## config.mk

```make
export PLATFORM = sky130hd
export DESIGN_NAME = keyboard_decoder
export DESIGN_NICKNAME = d
export VERILOG_FILES = /design/src/rtl/keyboard_decoder.sv
export SDC_FILE = /design/constraint.sdc
export NUM_CORES = 1
export LEC_CHECK = 0
export CAP_MARGIN = 20
export CORE_MARGIN = 2
export CORE_UTILIZATION = 40
export DETAILED_ROUTE_END_ITERATION = 7
export PLACE_DENSITY = 0.66
export SLEW_MARGIN = 20
export SYNTH_ARGS = -nofsm -noshare
export SYNTH_HDL_FRONTEND = slang
export SYNTH_SLANG_ARGS = --single-unit
```

## constraint.sdc

```tcl
create_clock -name clk -period 2.7 [get_ports clk]
set_input_delay 0.81 -clock clk [delete_from_list [all_inputs] [get_ports clk]]
set_output_delay 0.81 -clock clk [all_outputs]
set_load 0.05 [all_outputs]
```

## src/rtl/keyboard_decoder.sv

```systemverilog
// keyboard_decoder
// Receives PS/2 frames from a keyboard and turns them into game commands.
// It checks and unpacks each 11-bit frame, follows the E0 and F0 prefixes,
// and updates the two player direction registers and the start pulse.
//
// Ports:
//   clk           in  1  system clock; all logic runs on its rising edge
//   rst_n         in  1  asynchronous active-low reset
//   keyboardCLK   in  1  raw PS/2 clock (asynchronous)
//   keyboardData  in  1  raw PS/2 data (asynchronous)
//   scanCode      out 8  last accepted byte; holds its value between frames
//   scanValid     out 1  one-cycle pulse for every accepted byte
//   frameError    out 1  one-cycle pulse on a parity, stop or timeout failure
//   p1Dir         out 2  player 1 direction (00 up, 01 right, 10 down, 11 left)
//   p2Dir         out 2  player 2 direction (same encoding)
//   startPressed  out 1  one-cycle pulse on the first make of Space
module keyboard_decoder #(
  parameter int TIMEOUT_CYCLES = 10000
) (
  input  logic       clk,
  input  logic       rst_n,
  input  logic       keyboardCLK,
  input  logic       keyboardData,
  output logic [7:0] scanCode,
  output logic       scanValid,
  output logic       frameError,
  output logic [1:0] p1Dir,
  output logic [1:0] p2Dir,
  output logic       startPressed
);

  typedef enum logic [1:0] {
    ST_IDLE = 2'd0,
    ST_RECV = 2'd1,
    ST_DONE = 2'd2
  } state_t;

  localparam logic [15:0] TMO_LAST = 16'(TIMEOUT_CYCLES - 1);

  // Ignore a direction request that would turn a player straight back on itself.
  function automatic logic [1:0] next_dir(input logic [1:0] cur, input logic [1:0] req);
    logic [1:0] res;
    if (req == (cur ^ 2'b10)) begin
      res = cur;
    end else begin
      res = req;
    end
    return res;
  endfunction

  logic [1:0]  clk_sync_q, data_sync_q;
  logic        clk_prev_q;
  logic        fall_s, data_s;

  state_t      state_q, state_d;
  logic [3:0]  bit_cnt_q, bit_cnt_d;
  logic [7:0]  shift_q, shift_d;
  logic        par_q, par_d;
  logic        stop_q, stop_d;
  logic [15:0] tmo_q, tmo_d;

  logic        ext_q, ext_d;
  logic        brk_q, brk_d;
  logic        space_q, space_d;

  logic [7:0]  scan_code_q, scan_code_d;
  logic        scan_valid_q, scan_valid_d;
  logic        frame_err_q, frame_err_d;
  logic [1:0]  p1_dir_q, p1_dir_d;
  logic [1:0]  p2_dir_q, p2_dir_d;
  logic        start_q, start_d;

  assign data_s = data_sync_q[1];
  assign fall_s = clk_prev_q & ~clk_sync_q[1];

  // Two-stage synchronisers and the previous-clock register. All reset to the idle-high line level.
  always_ff @(posedge clk or negedge rst_n) begin
    if (!rst_n) begin
      clk_sync_q  <= 2'b11;
      data_sync_q <= 2'b11;
      clk_prev_q  <= 1'b1;
    end else begin
      clk_sync_q  <= {clk_sync_q[0], keyboardCLK};
      data_sync_q <= {data_sync_q[0], keyboardData};
      clk_prev_q  <= clk_sync_q[1];
    end
  end

  // State registers for the frame FSM, the prefix flags and the outputs.
  always_ff @(posedge clk or negedge rst_n) begin
    if (!rst_n) begin
      state_q      <= ST_IDLE;
      bit_cnt_q    <= 4'd0;
      shift_q      <= 8'h00;
      par_q        <= 1'b0;
      stop_q       <= 1'b0;
      tmo_q        <= 16'd0;
      ext_q        <= 1'b0;
      brk_q        <= 1'b0;
      space_q      <= 1'b0;
      scan_code_q  <= 8'h00;
      scan_valid_q <= 1'b0;
      frame_err_q  <= 1'b0;
      p1_dir_q     <= 2'b01;
      p2_dir_q     <= 2'b11;
      start_q      <= 1'b0;
    end else begin
      state_q      <= state_d;
      bit_cnt_q    <= bit_cnt_d;
      shift_q      <= shift_d;
      par_q        <= par_d;
      stop_q       <= stop_d;
      tmo_q        <= tmo_d;
      ext_q        <= ext_d;
      brk_q        <= brk_d;
      space_q      <= space_d;
      scan_code_q  <= scan_code_d;
      scan_valid_q <= scan_valid_d;
      frame_err_q  <= frame_err_d;
      p1_dir_q     <= p1_dir_d;
      p2_dir_q     <= p2_dir_d;
      start_q      <= start_d;
    end
  end

  // Frame FSM next-state logic plus decoding of accepted bytes.
  always_comb begin
    state_d      = state_q;
    bit_cnt_d    = bit_cnt_q;
    shift_d      = shift_q;
    par_d        = par_q;
    stop_d       = stop_q;
    tmo_d        = tmo_q;
    ext_d        = ext_q;
    brk_d        = brk_q;
    space_d      = space_q;
    scan_code_d  = scan_code_q;
    scan_valid_d = 1'b0;
    frame_err_d  = 1'b0;
    p1_dir_d     = p1_dir_q;
    p2_dir_d     = p2_dir_q;
    start_d      = 1'b0;

    case (state_q)
      ST_IDLE: begin
        if (fall_s && !data_s) begin
          bit_cnt_d = 4'd0;
          tmo_d     = 16'd0;
          state_d   = ST_RECV;
        end else begin
          state_d = ST_IDLE;
        end
      end

      ST_RECV: begin
        if (fall_s) begin
          tmo_d     = 16'd0;
          bit_cnt_d = bit_cnt_q + 4'd1;
          if (bit_cnt_q < 4'd8) begin
            shift_d = {data_s, shift_q[7:1]};  // LSB arrives first
          end else if (bit_cnt_q == 4'd8) begin
            par_d = data_s;
          end else begin
            stop_d  = data_s;
            state_d = ST_DONE;
          end
        end else if (tmo_q == TMO_LAST) begin
          // Keyboard stalled mid-frame: drop the partial byte.
          frame_err_d = 1'b1;
          state_d     = ST_IDLE;
        end else begin
          tmo_d = tmo_q + 16'd1;
        end
      end

      ST_DONE: begin
        state_d = ST_IDLE;
        // Odd parity: data plus parity must hold an odd number of ones.
        if (stop_q && (^{shift_q, par_q})) begin
          scan_valid_d = 1'b1;
          scan_code_d  = shift_q;
          if (shift_q == 8'hE0) begin
            ext_d = 1'b1;
          end else if (shift_q == 8'hF0) begin
            brk_d = 1'b1;
          end else begin
            ext_d = 1'b0;
            brk_d = 1'b0;
            if (!brk_q) begin
              if (!ext_q) begin
                case (shift_q)
                  8'h1D:   p1_dir_d = next_dir(p1_dir_q, 2'b00);
                  8'h23:   p1_dir_d = next_dir(p1_dir_q, 2'b01);
                  8'h1B:   p1_dir_d = next_dir(p1_dir_q, 2'b10);
                  8'h1C:   p1_dir_d = next_dir(p1_dir_q, 2'b11);
                  8'h29: begin
                    // Only the first make of a hold starts the game; typematic repeats do not.
                    start_d = ~space_q;
                    space_d = 1'b1;
                  end
                  default: p1_dir_d = p1_dir_q;
                endcase
              end else begin
                case (shift_q)
                  8'h75:   p2_dir_d = next_dir(p2_dir_q, 2'b00);
                  8'h74:   p2_dir_d = next_dir(p2_dir_q, 2'b01);
                  8'h72:   p2_dir_d = next_dir(p2_dir_q, 2'b10);
                  8'h6B:   p2_dir_d = next_dir(p2_dir_q, 2'b11);
                  default: p2_dir_d = p2_dir_q;
                endcase
              end
            end else if (!ext_q && (shift_q == 8'h29)) begin
              space_d = 1'b0;
            end else begin
              space_d = space_q;
            end
          end
        end else begin
          frame_err_d = 1'b1;
        end
      end

      default: begin
        state_d = ST_IDLE;
      end
    endcase
  end

  assign scanCode     = scan_code_q;
  assign scanValid    = scan_valid_q;
  assign frameError   = frame_err_q;
  assign p1Dir        = p1_dir_q;
  assign p2Dir        = p2_dir_q;
  assign startPressed = start_q;

endmodule
```

# Word-level counts from Yosys, hierarchy flattened
# Index checks and enable logic that the tools add are counted.
# W data, S select, Z words.
# classes
addsub	2
magnitude_cmp	1
n_eq_ne	38
muxes	43
n_bitwise	11
n_reduce_logical	25
# ops
op	count
$mux W16	3
$eq A8 B7 Y1 const B	4
$pmux W16 S2	1
$eq A8 B5 Y1 const B	3
$mux W2	12
$ne A2 B2 Y1 const B	11
$reduce_and A11 Y1	2
$mux W1	20
$reduce_and A3 Y1	6
$add A16 B1 Y16 const B	1
$eq A16 B14 Y1 const B	1
$eq A8 B6 Y1 const B	2
$eq A8 B8 Y1 const B	2
$pmux W2 S4	2
$ne A3 B3 Y1 const B	4
$not A1 Y1	10
$reduce_xor A9 Y1	1
$eq A2 B2 Y1 const A	4
$mux W4	2
$pmux W4 S2	1
$reduce_and A4 Y1	2
$reduce_bool A4 Y1	2
$reduce_and A7 Y1	1
$logic_not A2 Y1	3
other kinds (14)	20
# word_totals
regBits	55
input_bits	4
output_inout_bits	15
wordCells	138

# Depth between registers and ports, before layout
# Gate-level depths: netlist (run 1).
# logic_depth
ltp_word	8
mapped_depth	9
mapped_depth_nobuf	7

# Worst setup path before layout (run 1)
# Ideal clock, no wire load.
# synth_timing
path_type	register -> register
from	register state_q[1]
to	register tmo_q[5]
setup_time_ps	79
arrival_time_ps	2048
required_ps	2621
path_slack_ps	573
stages_incl_launch_ff	10
path_buffers	2
period_less_slack_ps	2127
cell_sequence	dfrtp_1 > inv_1 > ha_1 > clkbuf_1 > nand2b_1 > and2_1 > clkbuf_1 > a21o_1 > or4_1 > a21oi_1
# synth_between
elab_chain_len	3
word_cells_on_any_way	7
classes_between	eq/ne: 3; mux: 1; reduce/logical: 3
# synth_lines
item	line_no	rtl
start: declaration	55	state_t state_q, state_d;
start signal: assignment	108	state_q <= state_d;
$eq A2 B1 Y1 / $logic_not A2 Y1 (equally long branches)	144	case (state_q)
$ne A3 B3 Y1 (no line), or another cell as far along	--	
$reduce_and A3 Y1 (no line)	--	
end signal: assignment	113	tmo_q <= tmo_d;
end: declaration	60	logic [15:0] tmo_q, tmo_d;
# Several ways; a longest one is shown, not always the timed one.
# A chain may end at the register's enable or synchronous reset.

# Worst setup path in the final report (run 1)
# layout_timing
from	register p2_dir_q[0] (netlist: p2Dir[0])
to	output p2Dir[0]
# layout_rtl
item	line_no	rtl
start: declaration	70	logic [1:0] p2_dir_q, p2_dir_d;
start signal: assignment	121	p2_dir_q <= p2_dir_d;
end: declaration	28	output logic [1:0] p2Dir,
# No word-level cell between the ends.

==> results of run 1 <==
## cell type report
type                    instances  area (µm²)  share of cell area
multi-input cells             200        1470               0.436
flip-flops and latches         55        1390               0.411
repair buffers                 26         235              0.0697
well taps                      99         124              0.0367
clock buffers                   8         100              0.0296
inverters                      16        60.1              0.0178
## worst register-to-register path: cells and delay by family, from the launching register on
family                 cells  cell delay, ns
XOR/XNOR                   2            0.66
multiplexers               2            0.58
flip-flops                 1            0.47
AND/OR/NAND/NOR            1            0.34
buffers and inverters      1            0.21
## per-stage QoR
step           hold slack (ns)  total power [µW]  std cells   util
2_1_floorplan            0.345               999        283      -
3_3_place_gp             0.346              1040        396  0.454
3_5_place_dp             0.348              1050        396  0.454
4_1_cts                  0.362              1550        404  0.468
5_1_grt                  0.366              1590        404  0.468
6_report                 0.359              1520        404  0.468
## cells by family after synthesis
| family | Yosys count |
|---|---|
| AOI/OAI and AO/OA | 49 |
| xor gates and xnor gates | 17 |
| adders and majority gates | 6 |
| buffers and inverters | 28 |
| DFF | 55 |
| muxes | 21 |
| and+or+nand+nor | 107 |
## power by group through the flow
stage	clock network, µW	registers [µW]	logic (µW)
after floorplan	0	876	123
after global placement	0	890	152
after detailed placement	0	893	153
after CTS	515	877	153
after global routing	542	883	169
final	492	877	150
## cells in the final DEF (no fill, tap or decap), types with 5 or more instances in the layout
master            n
nor2b_1           5
inv_1            16
dfrtp_1          47
a21oi_1          11
xor2_1            5
clkbuf_8          7
mux2_2           14
dfstp_2           8
xnor2_1          10
clkdlybuf4s50_1  17
ha_1              6
o21ai_0           9
nand3_1          13
nor2_1           28
buf_4             8
nand2_1          17
and3_1            8
## sequential cells by signal, indices dropped and copies added, names as in the netlist, 2 cells and up
register / count
clk_sync_q: 2
tmo_q: 16
p1Dir: 2
p2Dir: 2
bit_cnt_q: 4
scanCode: 8
state_q: 2
data_sync_q: 2
shift_q: 8
## worst max path at each step
stage	startpoint	endpoint	slack (ns)	cells past startpoint
6_report	p2Dir[0]$_DFFE_PN1P_	p2Dir[0]	0.22	1
4_1_cts	p2Dir[0]$_DFFE_PN1P_	p2Dir[0]	0.19	1
3_5_place_dp	shift_q[5]$_DFFE_PN0P_	p2Dir[1]$_DFFE_PN1P_	0.40	6
3_3_place_gp	shift_q[5]$_DFFE_PN0P_	p2Dir[1]$_DFFE_PN1P_	0.44	6
2_1_floorplan	state_q[1]$_DFFE_PN0P_	tmo_q[5]$_DFFE_PN0P_	0.57	9
5_1_grt	p2Dir[0]$_DFFE_PN1P_	p2Dir[0]	0.17	1
## synth_stat cells (3+ instances only)
master | n | share of area
a211oi_1 | 4 | 0.010
a21o_1 | 3 | 0.0076
a21oi_1 | 11 | 0.018
and2_1 | 3 | 0.0063
and3_1 | 8 | 0.017
buf_2 | 4 | 0.0067
clkbuf_1 | 6 | 0.0076
dfrtp_1 | 47 | 0.40
dfstp_2 | 8 | 0.071
ha_1 | 6 | 0.025
inv_1 | 16 | 0.020
mux2_2 | 14 | 0.053
mux2i_1 | 4 | 0.013
nand2_1 | 17 | 0.021
nand2b_1 | 4 | 0.0084
nand3_1 | 13 | 0.022
nand4_1 | 4 | 0.0084
nor2_1 | 28 | 0.035
nor2b_1 | 5 | 0.011
nor3_1 | 3 | 0.0050
nor4_1 | 3 | 0.0063
o21ai_0 | 9 | 0.015
xnor2_1 | 10 | 0.029
xor2_1 | 5 | 0.015
## routing by layer
layer | vias up | GRT usage
li1 | 1052 | -
met1 | 1059 | 0.191
met2 | 23 | 0.263
met3 | 5 | 0.0275
met4 | 0 | 0.0218
met5 | - | 0
==> summary.txt, run 1 <==
Synth
  • Seq cells post-synth: 55
  • Mux cell area share after synthesis: 0.0841
  • Mapped Cells: 283
  • Largest family of logic cells by synthesized area: simple AND/OR/NAND/NOR gates
  • Sequential share of the synthesized area: 0.466
  • Yosys cell types: 60
  • Synth Area in XOR/XNOR: 0.0597
  • Syn avg cell area: 10.5 µm²
  • Area share of fa/ha/maj cells after synthesis: 0.0252
  • Simple logic cell fraction of the synthesized area: 0.208
  • Synth Area in Compound Gates: 0.117
  • Number of enable flip-flop cells after synthesis: 0
  • Synth warnings: 0
  • Dominant synthesized flop cell: dfrtp_1
  • Cell Area, Synth: 2980 µm²
  • Syn nets: 293
  • Async SR Flop Fraction: 1.00

Power
  • Sw frac: 0.240
  • Psw: 365 µW
  • P per Cell Area: 450 nW/µm²
  • Flop pwr share: 0.577
  • Internal power: 1150 µW
  • Worst vdd ir: 377 µV
  • Clock power frac: 0.324
  • Combinational share of power: 0.099
  • Static Leak: 0.00146 µW

Die
  • Initial Utilization: 0.413
  • Die area: 8150 µm²
  • Placement Rows: 31
  • Die Y-Extent: 90.3 µm
  • Boundary Pins: 19
  • Chip width: 90.3 µm
  • CORE AREA: 7210 µm²

Critical path
  • FF-to-FF End: p2Dir[1]$_DFFE_PN1P_
  • CP cell instances: clkdlybuf4s50_1
  • CP top delay family: buffers and inverters
  • Worst Setup End Kind: output pin
  • Flop2flop setup slack: 0.36 ns
  • CP startpoint kind: flop
  • Worst path bufs/invs: 1
  • Slowest CP cell: clkdlybuf4s50_1
  • Slowest stage delay, CP: 0.81 ns
  • Worst Path Max Fanout: 4
  • Worst Reg-to-Reg Cells: 6
  • Worst setup path category: reg -> out
  • Worst r2r src: shift_q[5]$_DFFE_PN0P_
  • Worst endpoint required time: 1.89 ns
  • Worst EP arrival: 1.67 ns

Min path
  • Cell depth of the worst hold path: 0
  • Hold Path Class: reg -> reg
  • Worst hold path startpoint: clk_sync_q[0]$_DFF_PN1_
  • Hold endpoint: clk_sync_q[1]$_DFF_PN1_

Cells and area
  • Nets: 314
  • ANT cells: 0
  • Area Growth Syn to Fin: 13.5%
  • Fillcell total: 705
  • Cell area after layout: 3380 µm²
  • Layout cells sized above 1: 0.161

Outcome
  • Status: complete, no violations

Placement
  • PortBufs: 18
  • Post-DP HPWL: 4010 µm
  • Pre-CTS setup slack: 0.395 ns
  • GP Congestion: 0.825
  • Placed standard-cell area: 3280 µm²

Timing
  • Worst Tran Pin Value: 0.681 ns
  • Tcrit/Tclk final: 0.920
  • Relative slew margins: 0.546
  • Setup TNS Final: 0 ns
  • Slew Limit Fails: 0
  • Final setup vio count: 0
  • Worst Slack Setup Final: 0.215 ns
  • RSZ-0062 raised after global routing: no
  • F_max: 402 MHz
  • Hold Fails Final Rpt: 0
  • Tmin final: 2.48 ns
  • Clock Skews: 0.00716 ns

Routing
  • Detail Route met3 WL: 131 µm
  • DR pass1 iterations: 4
  • Max layer used: met4
  • 1st-iter DRT viols: 108
  • WL met2: 2830 µm
  • Wirelength, routed: 5660 µm
  • Wl on met1: 2670 µm
  • Vias: 2139
  • WL/cell: 14.0 µm
  • Residual DRC: 0
  • Via/cell ratio: 5.29
  • Post-DRT Antenna Nets: 0

Clocking
  • Post-CTS Hold Fix Bufs: 0
  • Largest buffer count on any clock path: 2
  • Worst skew pair latency: 0.30 ns
  • Clk pin slew, worst setup/hold paths: 0.09 ns
  • Root Driver: clkbuf_8
  • TritonCTS clock tree: built
  • Num CTS Buffers: 5
  • CTS Sinks: 55
  • CTS resizes: 0
  • H-tree depth: 2
  • Post-CTS Setup Repair Bufs: 0

Global routing
  • First-pass GRT wire length: 10100 µm
  • Largest net degree at the start of global routing: 56
  • Initial antenna violation count: 0
  • Vias in the first global route: 2169
  • Overall routing resource usage: 0.148
  • Grt total ovfl: 0

Run
  • Max-cap violations: 0
(Power assumes the default switching activity.)
==> run 2: changes to the inputs <==
--- a/config.mk
+++ b/config.mk
@@ -8,6 +8,7 @@
 export CAP_MARGIN = 20
 export CORE_MARGIN = 2
 export CORE_UTILIZATION = 40
+export CTS_CLUSTER_SIZE = 16
 export DETAILED_ROUTE_END_ITERATION = 7
 export PLACE_DENSITY = 0.66
 export SLEW_MARGIN = 20
==> constraint.sdc (replaced) <==
create_clock -name clk -period 2.7 [get_ports clk]
set_input_delay 0.54 -clock clk [delete_from_list [all_inputs] [get_ports clk]]
set_output_delay 0.54 -clock clk [all_outputs]
set_load 0.05 [all_outputs]
==> summary.txt, run 2 (synthesis gave the netlist of run 1 again) <==
Critical path
  • Worst EP arrival: 2.55 ns (+0.88 ns)
  • Worst setup path category: reg -> reg
  • Worst endpoint required time: 2.95 ns (+1.06 ns)
  • CP startpoint kind: flop
  • Worst Path Max Fanout: 13 (+9)
  • Worst Reg-to-Reg Cells: 6 (unchanged)
  • Worst Setup End Kind: flop
  • Flop2flop setup slack: 0.40 ns (+0.04 ns)
  • Worst r2r src: shift_q[5]$_DFFE_PN0P_
  • FF-to-FF End: p2Dir[1]$_DFFE_PN1P_

Routing
  • Residual DRC: 0 (unchanged)
  • Wirelength, routed: 5650 µm (-0.18%)
  • Via/cell ratio: 5.29 (about the same)
  • WL/cell: 14.0 µm (-0.18%)
  • Vias: 2138 (-0.047%)
  • Post-DRT Antenna Nets: 0 (unchanged)
  • 1st-iter DRT viols: 88 (-19%)
  • DR pass1 iterations: 4 (unchanged)

Timing
  • Final setup vio count: 0 (unchanged)
  • Setup TNS Final: 0 ns (unchanged)
  • Hold Fails Final Rpt: 0 (unchanged)
  • Slew Limit Fails: 0 (unchanged)
  • Tcrit/Tclk final: 0.853 (-0.0671)
  • Relative slew margins: 0.536 (-0.00972)
  • F_max: 434 MHz (+7.9%)
  • Tmin final: 2.30 ns (-0.181 ns)
  • Worst Tran Pin Value: 0.695 ns (+0.0146 ns)
  • Clock Skews: 0.00948 ns (+0.00231 ns)
  • Worst Slack Setup Final: 0.396 ns (+0.181 ns)
  • RSZ-0062 raised after global routing: no

Min path
  • Hold Path Class: in -> async

Clocking
  • TritonCTS clock tree: built
  • Post-CTS Hold Fix Bufs: 0 (unchanged)
  • Root Driver: clkbuf_8
  • Num CTS Buffers: 5 (unchanged)
  • Worst skew pair latency: 0.31 ns (about the same)
  • Post-CTS Setup Repair Bufs: 0 (unchanged)
  • CTS resizes: 0 (unchanged)
  • Clk pin slew, worst setup/hold paths: 0.10 ns (about the same)
  • Largest buffer count on any clock path: 2 (unchanged)
  • H-tree depth: 2 (unchanged)
  • CTS Sinks: 55 (unchanged)

Die
  • Die area: 8150 µm² (unchanged)
  • Die Y-Extent: 90.3 µm (unchanged)
  • CORE AREA: 7210 µm² (unchanged)
  • Initial Utilization: 0.413 (unchanged)
  • Boundary Pins: 19 (unchanged)
  • Placement Rows: 31 (unchanged)
  • Chip width: 90.3 µm (unchanged)

Global routing
  • First-pass GRT wire length: 10200 µm (+1.0%)
  • Grt total ovfl: 0 (unchanged)
  • Initial antenna violation count: 0 (unchanged)
  • Largest net degree at the start of global routing: 56 (unchanged)
  • Overall routing resource usage: 0.152 (+0.00489)
  • Vias in the first global route: 2138 (-1.4%)

Cells and area
  • Largest register FFs: 16 (unchanged)
  • Most frequent cells in the layout: dfrtp_1 (47), nor2_1 (28), nand2_1 (17), clkdlybuf4s50_1 (17), inv_1 (16)
  • Fillcell total: 698 (-0.99%)
  • Area Growth Syn to Fin: 13.5% (about the same)
  • Reg area: 1390 µm² (unchanged)
  • Nets: 314 (unchanged)
  • Non-Filler Instances: 404 (unchanged)
  • Most common cell after layout, fill and taps aside: dfrtp_1
  • Most flops, register: tmo_q
  • ANT cells: 0 (unchanged)
  • Layout cells sized above 1: 0.164 (+0.00328)
  • Area of the multi-input gates: 1470 µm² (unchanged)
  • Cell area after layout: 3380 µm² (about the same)

Power
  • Psw: 380 µW (+4.3%)
  • Flop pwr share: 0.593 (+0.016)
  • Combinational share of power: 0.102 (+0.003)
  • Clock power frac: 0.306 (-0.018)
  • Sw frac: 0.257 (+0.0167)
  • Internal power: 1100 µW (-4.7%)
  • Static Leak: 0.00146 µW (-0.33%)
  • P per Cell Area: 438 nW/µm² (-2.6%)
  • Worst vdd ir: 225 µV (-40%)

Placement
  • Post-DP HPWL: 4090 µm (+2.0%)
  • GP Congestion: 0.785 (-4.8%)
  • Cells after DPL: 396 (unchanged)
  • PortBufs: 18 (unchanged)
  • Placed standard-cell area: 3290 µm² (+0.38%)
  • Pre-CTS setup slack: 0.407 ns (+0.0118 ns)

Run
  • Max-cap violations: 0 (unchanged)

Outcome
  • Status: complete, no violations
## run 2: cell types whose count changed in the layout (fill, tap and decap cells not counted), sizes merged
| cell | before | now |
|---|---|---|
| clkbuf | 8 | 5 |
| clkinvlp | 0 | 2 |
| clkinv | 0 | 1 |
## run 2: through the flow
| step | total power (µW) | hold slack [ns] | util |
|---|---|---|---|
| after floorplan | 999 | 0.244 | - |
| after global placement | 1040 | 0.346 | 0.456 |
| after detailed placement | 1050 | 0.348 | 0.456 |
| after CTS | 1510 | 0.363 | 0.468 |
| after global routing | 1560 | 0.364 | 0.468 |
| final | 1480 | 0.346 | 0.468 |
## run 2: worst max path at each step
stage	start	endpoint	slack, ns	cells after the start
floorplan	state_q[1]$_DFFE_PN0P_	tmo_q[5]$_DFFE_PN0P_	0.57	9
global placement	shift_q[2]$_DFFE_PN0P_	p2Dir[1]$_DFFE_PN1P_	0.47	6
detailed placement	shift_q[2]$_DFFE_PN0P_	p2Dir[1]$_DFFE_PN1P_	0.41	6
CTS	shift_q[5]$_DFFE_PN0P_	p2Dir[1]$_DFFE_PN1P_	0.40	6
global route	shift_q[5]$_DFFE_PN0P_	p2Dir[1]$_DFFE_PN1P_	0.29	6
finish	shift_q[5]$_DFFE_PN0P_	p2Dir[1]$_DFFE_PN1P_	0.40	6
## run 2: power groups by stage
stage          clock network (µW)  logic [µW]  registers (µW)
3_5_place_dp                    0         154             892
2_1_floorplan                   0         123             876
3_3_place_gp                    0         152             889
5_1_grt                       512         168             883
4_1_cts                       481         154             877
6_report                      453         150             877
## run 2: metal layers
| layer | global-route usage | vias to the layer above | wire length [µm] |
|---|---|---|---|
| li1 | - | 1054 | - |
| met5 | 0 | - | 0 |
| met3 | 0.0275 | 7 | 169 |
| met1 | 0.201 | 1042 | 2590 |
| met2 | 0.250 | 35 | 2800 |
| met4 | 0.0603 | 0 | 93 |
## run 2: worst max-delay path: stages, from the launching register on
cell and delay (ns):
dfrtp_1 0.50, xor2_1 0.18, xnor3_2 0.48, mux2i_4 0.25
buf_12 0.17, nor4b_4 0.33, mux2_4 0.33
## run 2: cell type report
class                   count  share of cell area
well taps                  99              0.0367
flip-flops and latches     55               0.410
multi-input cells         200               0.436
repair buffers             26              0.0733
clock buffers               5              0.0204
inverters                  16              0.0178
clock inverters             3             0.00593
==> run 3: changes to the inputs <==
--- a/config.mk
+++ b/config.mk
@@ -10,7 +10,7 @@
 export CORE_UTILIZATION = 40
 export CTS_CLUSTER_SIZE = 16
 export DETAILED_ROUTE_END_ITERATION = 7
-export PLACE_DENSITY = 0.66
+export GPL_TIMING_DRIVEN = 0
 export SLEW_MARGIN = 20
 export SYNTH_ARGS = -nofsm -noshare
 export SYNTH_HDL_FRONTEND = slang
==> summary.txt, run 3 (synthesis gave the netlist of run 1 again) <==
Clocking
  • TritonCTS clock tree: built
  • Post-CTS Setup Repair Bufs: 0 (unchanged)
  • CTS Sinks: 55 (unchanged)
  • Worst skew pair latency: 0.31 ns (about the same)
  • H-tree depth: 2 (unchanged)
  • Largest buffer count on any clock path: 2 (unchanged)
  • Root Driver: clkbuf_8
  • Num CTS Buffers: 5 (unchanged)
  • Clk pin slew, worst setup/hold paths: 0.10 ns (about the same)

Die
  • Die area: 8150 µm² (unchanged)
  • Placement Rows: 31 (unchanged)
  • Initial Utilization: 0.413 (unchanged)
  • Boundary Pins: 19 (unchanged)
  • Chip width: 90.3 µm (unchanged)
  • CORE AREA: 7210 µm² (unchanged)
  • Die Y-Extent: 90.3 µm (unchanged)

Placement
  • PortBufs: 18 (unchanged)
  • Placed standard-cell area: 3280 µm² (-0.34%)
  • Pre-CTS setup slack: 0.0606 ns (-0.346 ns)
  • GP Congestion: 0.860 (+9.5%)
  • Post-DP HPWL: 4040 µm (-1.2%)

Critical path
  • Slowest stage delay, CP: 0.51 ns (about the same)
  • Worst Path Max Fanout: 10 (-3)
  • Slowest CP cell: or4_1
  • CP startpoint kind: flop
  • Worst Reg-to-Reg Cells: 9 (+3)
  • Worst Setup End Kind: flop
  • Worst EP arrival: 2.70 ns (+0.15 ns)
  • Crit. Startpoint: state_q[1]$_DFFE_PN0P_
  • Worst path bufs/invs: 3 (+2)
  • Crit path depth: 9 (+3)
  • FF-to-FF End: tmo_q[5]$_DFFE_PN0P_
  • Worst r2r src: state_q[1]$_DFFE_PN0P_
  • Worst setup path category: reg -> reg
  • CP cell instances: inv_1, ha_1, clkbuf_1, nand2b_1, and2_1, clkbuf_1, a21o_1, or4_1, a21oi_1
  • Worst endpoint required time: 2.93 ns (-0.02 ns)
  • Worst path most repeated cell: clkbuf_1
  • Critical path endpoint: tmo_q[5]$_DFFE_PN0P_
  • Flop2flop setup slack: 0.23 ns (-0.17 ns)
  • CP top delay family: simple AND/OR/NAND/NOR gates

Power
  • Sw frac: 0.225 (-0.0316)
  • Clock power frac: 0.380 (+0.074)
  • Internal power: 1290 µW (+17%)
  • Flop pwr share: 0.521 (-0.072)
  • P per Cell Area: 488 nW/µm² (+11%)
  • Combinational share of power: 0.098 (-0.004)
  • Static Leak: 0.00148 µW (+1.4%)
  • Psw: 375 µW (-1.3%)
  • Worst vdd ir: 260 µV (+16%)

Global routing
  • Grt total ovfl: 0 (unchanged)
  • Met2 Track Usage GR: 0.250 (unchanged)
  • Met1 GRT Util: 0.209 (+0.00810)
  • First-pass GRT wire length: 10200 µm (+0.54%)
  • Routing usage on met3: 0.0284 (+0.000835)
  • Gr busiest metal: met2
  • Largest net degree at the start of global routing: 56 (unchanged)
  • Overall routing resource usage: 0.154 (+0.00165)
  • Initial antenna violation count: 0 (unchanged)
  • Vias in the first global route: 2041 (-4.5%)

Cells and area
  • Fillcell total: 718 (+2.9%)
  • Layout cells sized above 1: 0.159 (-0.00536)
  • Cell area after layout: 3410 µm² (+1.1%)
  • Final core occ: 0.473 (+0.00503)
  • Most flops, register: tmo_q
  • Area Growth Syn to Fin: 14.7%
  • Most frequent cells in the layout: dfrtp_1 (47), nor2_1 (27), nand2_1 (17), clkdlybuf4s50_1 (17), inv_1 (16)
  • Largest register FFs: 16 (unchanged)
  • ANT cells: 0 (unchanged)
  • Most common cell after layout, fill and taps aside: dfrtp_1
  • Nets: 318 (+1.3%)

Min path
  • Hold Path Class: in -> async

Routing
  • Post-DRT Antenna Nets: 0 (unchanged)
  • Vias: 2162 (+1.1%)
  • Via/cell ratio: 5.30 (+0.13%)
  • DR pass1 iterations: 4 (unchanged)
  • WL/cell: 14.0 µm (-0.10%)
  • 1st-iter DRT viols: 72 (-18%)
  • Wirelength, routed: 5700 µm (+0.88%)
  • Residual DRC: 0 (unchanged)

Timing
  • Worst Tran Pin Value: 0.755 ns (+0.0599 ns)
  • Relative slew margins: 0.495 (-0.0418)
  • Hold Fails Final Rpt: 0 (unchanged)
  • Tcrit/Tclk final: 0.915 (+0.0615)
  • RSZ-0062 raised after global routing: no
  • Setup TNS Final: 0 ns (unchanged)
  • Final setup vio count: 0 (unchanged)
  • F_max: 405 MHz (-6.7%)
  • Slew Limit Fails: 0 (unchanged)
  • Worst Slack Setup Final: 0.231 ns (-0.166 ns)
  • Tmin final: 2.47 ns (+0.166 ns)
  • Clock Skews: 0.0116 ns (+0.00215 ns)

Run
  • Max-cap violations: 0 (unchanged)

Outcome
  • Status: complete, no violations
## run 3: cell types whose count changed in the layout (fill, tap and decap cells not counted), sizes merged
cell      delta
clkinv       -1
clkinvlp     -2
clkbuf       +8
bufinv       +2
buf          -3
## run 3: cell type report
class                           count  area (µm²)  area share
Buffer                             12        60.1      0.0176
Clock buffer                        6        72.6      0.0213
Timing Repair Buffer               18         178      0.0520
Sequential cell                    55        1390       0.406
Clock inverter                      2        60.1      0.0176
Tap cell                           99         124      0.0363
Multi-Input combinational cell    200        1470       0.432
Inverter                           16        60.1      0.0176
## run 3: worst min path at each step
stage / slack (ns) / depth (start not counted) / start / endpoint
after floorplan: 0.24 / 0 / rst_n / bit_cnt_q[0]$_DFFE_PN0P_
after global placement: 0.35 / 0 / data_sync_q[0]$_DFF_PN1_ / data_sync_q[1]$_DFF_PN1_
after detailed placement: 0.35 / 0 / data_sync_q[0]$_DFF_PN1_ / data_sync_q[1]$_DFF_PN1_
after CTS: 0.29 / 1 / rst_n / startPressed$_DFF_PN0_
after global routing: 0.33 / 1 / rst_n / startPressed$_DFF_PN0_
final: 0.25 / 1 / rst_n / scanValid$_DFF_PN0_
## run 3: repair_timing
item	4_1_cts	5_1_grt
resized for setup	0	3
endpoints found under the setup margin	0	10
hold buffers	0	0
## run 3: metal layers
layer  wire length, µm  vias up  share of wire
met5                 0        -              0
met1              2750     1059           0.48
li1                  -     1064              -
met2              2670       32           0.47
met4               104        0          0.018
met3               181        7          0.032
## run 3: power by group through the flow
stage | clock (µW) | combinational, µW | sequential, µW
6_report | 634 | 164 | 869
5_1_grt | 685 | 180 | 873
4_1_cts | 665 | 164 | 869
3_5_place_dp | 0 | 164 | 885
3_3_place_gp | 0 | 164 | 884
2_1_floorplan | 0 | 123 | 876
## run 3: metrics by stage
step | std cells | hold WS, ns | total power (µW)
3_3_place_gp | 400 | 0.346 | 1050
4_1_cts | 408 | 0.292 | 1700
5_1_grt | 408 | 0.333 | 1740
6_report | 408 | 0.245 | 1670
3_5_place_dp | 400 | 0.347 | 1050
2_1_floorplan | 283 | 0.244 | 999
